**config.mk**
```make
export PLATFORM = sky130hd
export DESIGN_NAME = pingpong_write_ctrl
export DESIGN_NICKNAME = d
export VERILOG_FILES = /design/src/rtl/pingpong_write_ctrl.sv
export SDC_FILE = /design/constraint.sdc
export NUM_CORES = 1
export LEC_CHECK = 0
export ABC_AREA = 1
export BUFFER_PORTS_ARGS = -buffer_cell sky130_fd_sc_hd__buf_2
export CAP_MARGIN = 5
export CORE_UTILIZATION = 55
export DETAILED_ROUTE_END_ITERATION = 16
export HOLD_SLACK_MARGIN = 0.05
export PLACE_DENSITY = 0.94
export SLEW_MARGIN = 20
export SYNTH_ARGS = -nofsm -noshare
export SYNTH_HDL_FRONTEND = slang
export SYNTH_SLANG_ARGS = --single-unit
```
**constraint.sdc**
```tcl
create_clock -name clk -period 2.2 [get_ports clk]
set_input_delay 0.33 -clock clk [delete_from_list [all_inputs] [get_ports clk]]
set_output_delay 0.33 -clock clk [all_outputs]
set_load 0.05 [all_outputs]
```
**src/rtl/pingpong_write_ctrl.sv**
```systemverilog
// Ping-pong write controller: counts handshaked words into frames and steers
// consecutive frames to alternating banks, stalling when the next bank is still full.
module pingpong_write_ctrl #(
    parameter int WORD_SIZE   = 16,
    parameter int FRAME_WORDS = 784,
    parameter int ADDR_WIDTH  = 10
) (
    input  logic                  clk,
    input  logic                  reset,
    input  logic [WORD_SIZE-1:0]  in_data,
    input  logic                  in_valid,
    output logic                  in_ready,
    input  logic [1:0]            bank_release,
    output logic [WORD_SIZE-1:0]  data_out,
    output logic                  sel,
    output logic                  wr_en,
    output logic [ADDR_WIDTH-1:0] wr_addr,
    output logic [1:0]            bank_full,
    output logic                  frame_done
);

    // Handshake: a word transfers on a rising edge where in_valid && in_ready;
    // in_ready is a function of registered state only and never of in_valid.

    localparam logic [0:0] ST_FILL = 1'b0;
    localparam logic [0:0] ST_WAIT = 1'b1;

    localparam logic [ADDR_WIDTH-1:0] LAST_ADDR = ADDR_WIDTH'(FRAME_WORDS - 1);

    logic                  cur_bank_q,   cur_bank_d;
    logic [ADDR_WIDTH-1:0] word_cnt_q,   word_cnt_d;
    logic [1:0]            bank_full_q,  bank_full_d;
    logic [WORD_SIZE-1:0]  data_out_q,   data_out_d;
    logic                  sel_q,        sel_d;
    logic                  wr_en_q,      wr_en_d;
    logic [ADDR_WIDTH-1:0] wr_addr_q,    wr_addr_d;
    logic                  frame_done_q, frame_done_d;

    logic [0:0] state;
    logic       accept;
    logic       last_word;

    // WAIT means the bank we would write next still holds an unreleased frame.
    assign state     = bank_full_q[cur_bank_q] ? ST_WAIT : ST_FILL;
    assign in_ready  = (state == ST_FILL);
    assign accept    = in_valid && in_ready;
    assign last_word = accept && (word_cnt_q == LAST_ADDR);

    always_comb begin
        cur_bank_d   = cur_bank_q;
        word_cnt_d   = word_cnt_q;
        data_out_d   = data_out_q;
        sel_d        = sel_q;
        wr_addr_d    = wr_addr_q;
        wr_en_d      = 1'b0;
        frame_done_d = 1'b0;

        if (accept) begin
            data_out_d = in_data;
            sel_d      = cur_bank_q;
            wr_addr_d  = word_cnt_q;
            wr_en_d    = 1'b1;
            word_cnt_d = word_cnt_q + 1'b1;
            if (last_word) begin
                word_cnt_d   = '0;
                cur_bank_d   = ~cur_bank_q;
                frame_done_d = 1'b1;
            end
        end
    end

    // Set has priority over release so a spurious release can never drop a frame.
    always_comb begin
        bank_full_d = bank_full_q;
        for (int i = 0; i < 2; i++) begin
            if (last_word && (cur_bank_q == 1'(i))) begin
                bank_full_d[i] = 1'b1;
            end else if (bank_release[i]) begin
                bank_full_d[i] = 1'b0;
            end
        end
    end

    always_ff @(posedge clk or posedge reset) begin
        if (reset) begin
            cur_bank_q   <= 1'b0;
            word_cnt_q   <= '0;
            bank_full_q  <= 2'b00;
            data_out_q   <= '0;
            sel_q        <= 1'b0;
            wr_en_q      <= 1'b0;
            wr_addr_q    <= '0;
            frame_done_q <= 1'b0;
        end else begin
            cur_bank_q   <= cur_bank_d;
            word_cnt_q   <= word_cnt_d;
            bank_full_q  <= bank_full_d;
            data_out_q   <= data_out_d;
            sel_q        <= sel_d;
            wr_en_q      <= wr_en_d;
            wr_addr_q    <= wr_addr_d;
            frame_done_q <= frame_done_d;
        end
    end

    assign data_out   = data_out_q;
    assign sel        = sel_q;
    assign wr_en      = wr_en_q;
    assign wr_addr    = wr_addr_q;
    assign bank_full  = bank_full_q;
    assign frame_done = frame_done_q;

endmodule

```
# Yosys cells after proc, flatten, opt, wreduce, memory -nomap -nowiden
# Index checks and enable logic that the tools add are counted.
[classes]
bitwise_logic = 2
add_sub_neg = 1
eq_ne = 1
n_reduce_logical = 7
muxes = 11
magnitude_cmp = 1
[ops]
columns = ["operator", "n"]
rows = [
  ["adder 10 x 1 -> 10 bit (second input constant)", 1],
  ["== test 10 bit (second input constant)", 1],
  ["2-to-1 mux 1 bit", 10],
  ["2-to-1 mux 10 bit", 1],
  ["logical AND 1 bit", 4],
  ["nonzero test 2 bit", 2],
  ["less-than comparator 1 x 2 -> 1 bit (second input constant)", 1],
  ["NOT 1 bit", 2],
  ["AND reduction 2 bit", 1],
]
[word_totals]
regBits = 42
input_bits = 21
wordCells = 32
out_inout_bits = 32

# Depth between registers and ports, before layout
# Gate-level depths: netlist of run 1.
[logic_depth]
depth_word = 8
depth_mapped = 9
mapped_depth_nobuf = 8

# Worst setup path before layout of run 1
# Ideal clock, no wire load.
[synth_timing]
path_type = "register to output"
start = "register bank_full_q[1], in the netlist bank_full[1]"
end = "output in_ready"
path_stages_with_launch = 4
t_arrival_ps = 1174
slack_ps = 696
path_cell_list = "dfrtp_1 -> nand2_1 -> nand2_2 -> inv_1"
[synth_via]
elab_chain_cells = 4
[synth_rtl]
columns = ["item", "line", "rtl"]
rows = [
  ["from (decl)", "32", "logic [1:0] bank_full_q, bank_full_d;"],
  ["from (signal assigned)", "97", "bank_full_q <= bank_full_d;"],
  ["2-to-1 mux 1 bit (not written as such) (2 in series)", "44", "assign state = bank_full_q[cur_bank_q] ? ST_WAIT : ST_FILL;"],
  ["2-to-1 mux 1 bit", "44", ""],
  ["NOT 1 bit", "45", "assign in_ready = (state == ST_FILL);"],
  ["to (decl)", "12", "output logic in_ready,"],
]
# No other way between the ends. The select of a mux whose other input is x is not followed.

# Final worst setup path of run 1
[layout_timing]
start = "register cur_bank_q"
end = "output in_ready"
[layout_via]
elab_chain_cells = 4
[layout_rtl]
columns = ["item", "line", "rtl"]
rows = [
  ["from (decl)", "30", "logic cur_bank_q, cur_bank_d;"],
  ["from (signal assigned)", "95", "cur_bank_q <= cur_bank_d;"],
  ["2-to-1 mux 1 bit (not written as such) (2 in series)", "44", ""],
  ["2-to-1 mux 1 bit", "44", ""],
  ["NOT 1 bit", "45", ""],
]
# No other way between the ends. The select of a mux whose other input is x is not followed.

==> results.cfg, run 1 <==
[status]
status = complete, no violations

[clocking]
cts_tree = done
clockBufferDepth = 2
worst_skew_pair.late_latency_ns = 0.36
cts.clk_slew.worst_paths_ns = 0.12
cts.root.buffer_cell = clkbuf_4
clock-sinks = 42
cts-hold-fix-buffers = 0
gates_resized_cts_repair = 0
post_cts.repair.setup_buffers = 0
cts_inserted_buffers = 5
cts-htree-levels = 2

[global_routing]
global_route_wire_length_before_repair_um = 6190
grt_max_degree = 46
grt_remaining_overflow = 0
antenna_found_initial = 0
first_global_vias = 1465
global_route.usage.total_pct = 24.4

[setup_path]
worst-path-max-fanout = 4
critical_path_capture_point_type = primary output
crit_path_launch_type = flip-flop
critical_path_class = reg2out
critical_path.slowest_cell = dfrtp_1
startpoint = cur_bank_q
critical_path.reg2reg.startpoint = cur_bank_q
worst_ep_required_time_ns = 1.87
cp.arrival_ns = 1.32
crit_chain = inv_1, nand2_2, nand2_2, inv_1, buf_2
worst_path_largest_cell_delay_ns = 0.42

[run]
drv_cap = 0

[pwr]
power.combinational.fraction_pct = 31.6
power_share_of_the_clock_group_pct = 21.7
vdd_ir_drop_max_mv = 0.626
power_report.internal_total_mw = 1.31
netSwitchingPower_uw = 903
pwr_density_cell_nw_per_um2 = 998
sw_frac_of_total_pct = 40.7
pnr_total_power_mw = 2.22
leakagePower_nw = 1.28
pwr-share-seq_pct = 46.7

[cells_and_area]
area.growth.synth_to_final_pct = 19.5
layout_common_cells = nand2_1 (95), buf_2 (52), dfrtp_1 (42)
final_net_count = 294
drive_above_1_share_pct = 26.0
final_common_cell = nand2_1
insertedDiodeCount = 0

[synth]
synth_area_per_cell_um2 = 8.53
synthXorXnorAreaFrac_pct = 0.942
post_synth_fa_ha_maj_area_fraction_pct = 0.673
synthDistinctLibCells = 20
synth_fp_nets = 240
syn_area_um2 = 1860
synth.mux.area_fraction_pct = 0
synth_simple_gate_area_share_pct = 30.9
post_synth_main_area_contributors = dfrtp_1 (57%), nand2_1 (19%), inv_1 (4.2%)
syn-instance-count = 218
netlist.top_cell.by_area = dfrtp_1
synth_top_family_by_area = simple AND/OR/NAND/NOR gates
seq_area_frac_synth_pct = 56.5
fraction_of_post_synthesis_cell_area_in_the_top_cell_type_by_area_pct = 56.5
ys_ff_latch = 42
synth_compound_gate_area_share_pct = 4.31
synth-warning-count = 0

[die]
i_o_pin_count = 53
initial_core_utilization_pct = 59.4
floorplan.die.width_um = 60.1
fp.coreArea_um2 = 3130
die_height_um = 60.1
rows = 20
fp.dieArea_um2 = 3620

[routing]
dr.first_iter.drc_count = 67
vias = 1560
detail_route.first_pass.iterations = 5
post_drt_wl_per_cell_um = 11.9
drc_errors = 0
detail_route.wirelength_um = 3770
post_drt_via_cell_ratio = 4.92
route.antenna.remaining_nets = 0

[timing]
min_period_over_period_pct = 75.1
slew_worst_pin_ns = 0.502
max_clock_freq_mhz = 605
drv_slew = 0
timing.clock.skew_ns = 0.00943
hold_viol_final = 0
report.final.setup_viol = 0
sum_of_negative_setup_slack_ns = 0
finalWorstPathRequiredPeriod_ns = 1.65
rsz0062_at_grt = false
max_slew_margin_pct = 66.5

[place]
place.gp.congestion = 0.828
dpl.hpwl_um = 2680
placement.io_buffers = 52

[min_path]
hold_class = in2async
state kept, by name (all words and copies together), names as in the netlist:
register    cells
data_out       16
word_cnt_q     10
wr_addr        10
bank_full       2
cur_bank_q      1
frame_done      1
sel             1
wr_en           1
logic make-up (layout without fill, tap and decap cells):
| family | Yosys count | count (layout) |
|---|---|---|
| flip-flops | 42 | 42 |
| adder cells (fa/ha/maj) | 1 | 1 |
| AND/OR/NAND/NOR | 129 | 129 |
| AO/OA/AOI/OAI | 16 | 16 |
| XOR/XNOR | 2 | 2 |
| buffers and inverters | 28 | 83 |
critical path: cells and delay by family (launching register included):
kind / cells / cell delay [ns]
and+or+nand+nor: 2 / 0.20
buffers and inverters: 3 / 0.36
DFF: 1 / 0.42
metrics by stage:
stage          hold slack, ns  setup slack [ns]  util, %  cell area (um^2)  cells
6_report               0.0694             0.548     71.0              2220    317
5_1_grt                 0.115             0.468     71.0              2220    317
4_1_cts                0.0886             0.526     71.0              2220    317
3_5_place_dp            0.465             0.696     68.6              2140    309
3_3_place_gp            0.457             0.790     68.6              2140    309
2_1_floorplan           0.440             0.696        -              1860    218
area by class of cell:
cell class / count / area, um^2
fillers: 236 / 906
inverters: 21 / 78.8
clock inverters: 3 / 40.0
well taps: 44 / 55.1
repair buffers: 54 / 275
clock buffers: 5 / 37.5
flip-flops and latches: 42 / 1050
multi-input cells: 148 / 684
cell usage after synthesis (all sizes together):
cell type,instances
nand3,11
a21oi,1
nor2,16
inv,21
o21ai,15
clkbuf,1
buf,6
ha,1
nand2,99
xor2,2
dfrtp,42
nand4,3
metal layers:
layer	vias up	share of wire (%)	global-route usage, %
met1	725	40	27.0
met4	0	2.4	12.3
met3	10	4.3	7.79
li1	780	-	-
met5	-	0	0
met2	45	53	41.6
power groups by stage:
stage               Combinational, mW  Clock, mW  Sequential [mW]
floorplan                       0.272          0             1.30
global placement                0.680          0             1.04
detailed placement              0.700          0             1.04
CTS                             0.704      0.488             1.03
global route                    0.764      0.526             1.05
finish                          0.700      0.481             1.04
path summary, 6_finish.rpt:
path | end | slack (ns) | depth (start not counted)
worst min register to register | data_out[5] | 0.49 | 2
worst min-delay path | data_out[15] | 0.07 | 3
min in group clk | data_out[10] | 0.16 | 3
max in group asynchronous | word_cnt_q[4] | 1.77 | 3
worst max register to register | word_cnt_q[4] | 0.67 | 5
worst max-delay path | in_ready | 0.55 | 5
Power figures use the tool's default switching activity.
==> run 2, diff against run 1 <==
--- a/config.mk
+++ b/config.mk
@@ -8,10 +8,10 @@
 export ABC_AREA = 1
 export BUFFER_PORTS_ARGS = -buffer_cell sky130_fd_sc_hd__buf_2
 export CAP_MARGIN = 5
-export CORE_UTILIZATION = 55
+export CORE_UTILIZATION = 46
 export DETAILED_ROUTE_END_ITERATION = 16
 export HOLD_SLACK_MARGIN = 0.05
-export PLACE_DENSITY = 0.94
+export PLACE_DENSITY = 0.85
 export SLEW_MARGIN = 20
 export SYNTH_ARGS = -nofsm -noshare
 export SYNTH_HDL_FRONTEND = slang
==> constraint.sdc (replaced) <==
create_clock -name clk -period 1.39 [get_ports clk]
set_input_delay 0.2085 -clock clk [delete_from_list [all_inputs] [get_ports clk]]
set_output_delay 0.2085 -clock clk [all_outputs]
set_load 0.05 [all_outputs]
==> run 2 against run 1 <==
Against the previous run: global-route usage shrank 4.6 points; combinational power grew 60%; wire length shrank 2.1%; clock skew shrank 0.0034 ns; worst hold slack gained 0.026 ns; die area grew 19%; non-clock buffer count grew 9; critical path type unchanged; power grew 65%; sequential share of layout area shrank 2.8 points.
==> results.cfg, run 2 (synthesis gave the netlist of run 1 again) <==
[clocking]
cts.clk_slew.worst_paths_ns = 0.07
clockBufferDepth = 2
clock-sinks = 42
cts-htree-levels = 2
cts.root.buffer_cell = clkbuf_8
cts_inserted_buffers = 5
worst_skew_pair.late_latency_ns = 0.30
cts_tree = done

[min_path]
hold_class = in2reg

[timing]
slew_worst_pin_ns = 0.257
rsz0062_at_grt = true
max_clock_freq_mhz = 731
finalWorstPathRequiredPeriod_ns = 1.37
report.final.setup_viol = 0
post_layout_worst_setup_margin_ns = 0.0214
max_slew_margin_pct = 82.8
min_period_over_period_pct = 98.5
timing.clock.skew_ns = 0.00598
hold_viol_final = 0
drv_slew = 0

[global_routing]
grt_max_degree = 43
antenna_found_initial = 0
first_global_vias = 1504
global_route_wire_length_before_repair_um = 6340
global_route.usage.total_pct = 19.8
grt_remaining_overflow = 0

[place]
place.gp.congestion = 0.836
postPlaceCellArea_um2 = 2190
placement.io_buffers = 52
placement.setup.worst_slack_ns = 0.0531
dpl.hpwl_um = 2540

[setup_path]
worst-path-max-fanout = 3
worst_r2r_path_depth = 5
worst_ep_required_time_ns = 1.18
setup.reg_to_reg.worst_slack_ns = 0.07
critical_path.reg2reg.startpoint = word_cnt_q[4]
worstSetupEndpoint = in_ready
worstReg2RegEnd = cur_bank_q
cp.arrival_ns = 1.16
critical_path_class = reg2out
crit_path_launch_type = flip-flop
startpoint = cur_bank_q
critical_path_capture_point_type = primary output

[pwr]
leakagePower_nw = 1.35
pwr_density_cell_nw_per_um2 = 1550
vdd_ir_drop_max_mv = 0.662

[die]
i_o_pin_count = 53
floorplan.die.width_um = 65.6
fp.coreArea_um2 = 3770
fp.dieArea_um2 = 4300
die_height_um = 65.6
initial_core_utilization_pct = 49.3
rows = 22

[routing]
drc_errors = 0
detail_route.wirelength_um = 3690
dr.first_iter.drc_count = 79
post_drt_wl_per_cell_um = 11.2
route.antenna.remaining_nets = 0
detail_route.first_pass.iterations = 4
post_drt_via_cell_ratio = 4.75
vias = 1567

[cells_and_area]
largest_register_ff_count = 16
area.growth.synth_to_final_pct = 27.5
multi_input_area_um2 = 699
fill_cells = 329
drive_above_1_share_pct = 30.1
insertedDiodeCount = 0
final_common_cell = nand2_1
postLayoutCellArea_um2 = 2370
seq_area_um2 = 1050
fin_util_pct = 62.8
layout_common_cells = nand2_1 (94), buf_2 (51), dfrtp_1 (40)
final_net_count = 303

[run]
drv_cap = 0

[status]
status = complete, no violations
## run 2: worst min path at each step
| stage | startpoint | to | slack [ns] | depth (start not counted) |
|---|---|---|---|---|
| floorplan | in_data[0] | data_out[0] | 0.32 | 2 |
| global placement | reset | data_out[2] | 0.28 | 3 |
| detailed placement | reset | data_out[2] | 0.28 | 3 |
| CTS | in_data[15] | data_out[15] | 0.09 | 3 |
| global route | in_data[8] | data_out[8] | 0.1 | 3 |
| finish | in_data[3] | data_out[3] | 0.1 | 3 |
## run 2: timing repair
| action | in CTS | in global routing |
|---|---|---|
| gates resized for setup | 4 | 7 |
| setup buffers | 2 | 2 |
| endpoints found under the hold margin | 42 | 0 |
| pin swaps | 1 | 3 |
| hold buffers | 1 | 0 |
| endpoints found under the setup margin | 1 | 20 |
## run 2: cell type report
type                    instances  share of cell area (%)
inverters                      21                    3.33
well taps                      48                    2.53
repair buffers                 63                    15.5
clock buffers                   8                    4.65
multi-input cells             148                    29.5
flip-flops and latches         42                    44.5
## run 2: per-layer routing
metal / part of all wire, % / vias up / track usage [%]
li1: - / 789 / -
met5: 0 / - / 0
met1: 46 / 726 / 24.8
met3: 4.0 / 8 / 4.34
met2: 48 / 44 / 31.7
met4: 2.4 / 0 / 10.6
## run 2: worst max-delay path, cell delays in order (launching register included)
cell,delay [ns]
dfrtp_1,0.42
inv_2,0.09
nand2_4,0.07
nand2_4,0.08
inv_1,0.05
buf_6,0.14
## run 2: power breakdown
group          switching, mW  internal, mW
clock                  0.407         0.501
sequential             0.191          1.44
combinational          0.834         0.287
## run 2: stage by stage
stage | hold WS [ns] | instances | total power, mW | setup TNS, ns
detailed placement | 0.284 | 317 | 2.76 | 0
global route | 0.0968 | 330 | 3.87 | -0.0224
finish | 0.0959 | 330 | 3.66 | 0
floorplan | 0.318 | 218 | 2.48 | 0
global placement | 0.282 | 317 | 2.74 | 0
CTS | 0.0899 | 328 | 3.68 | 0
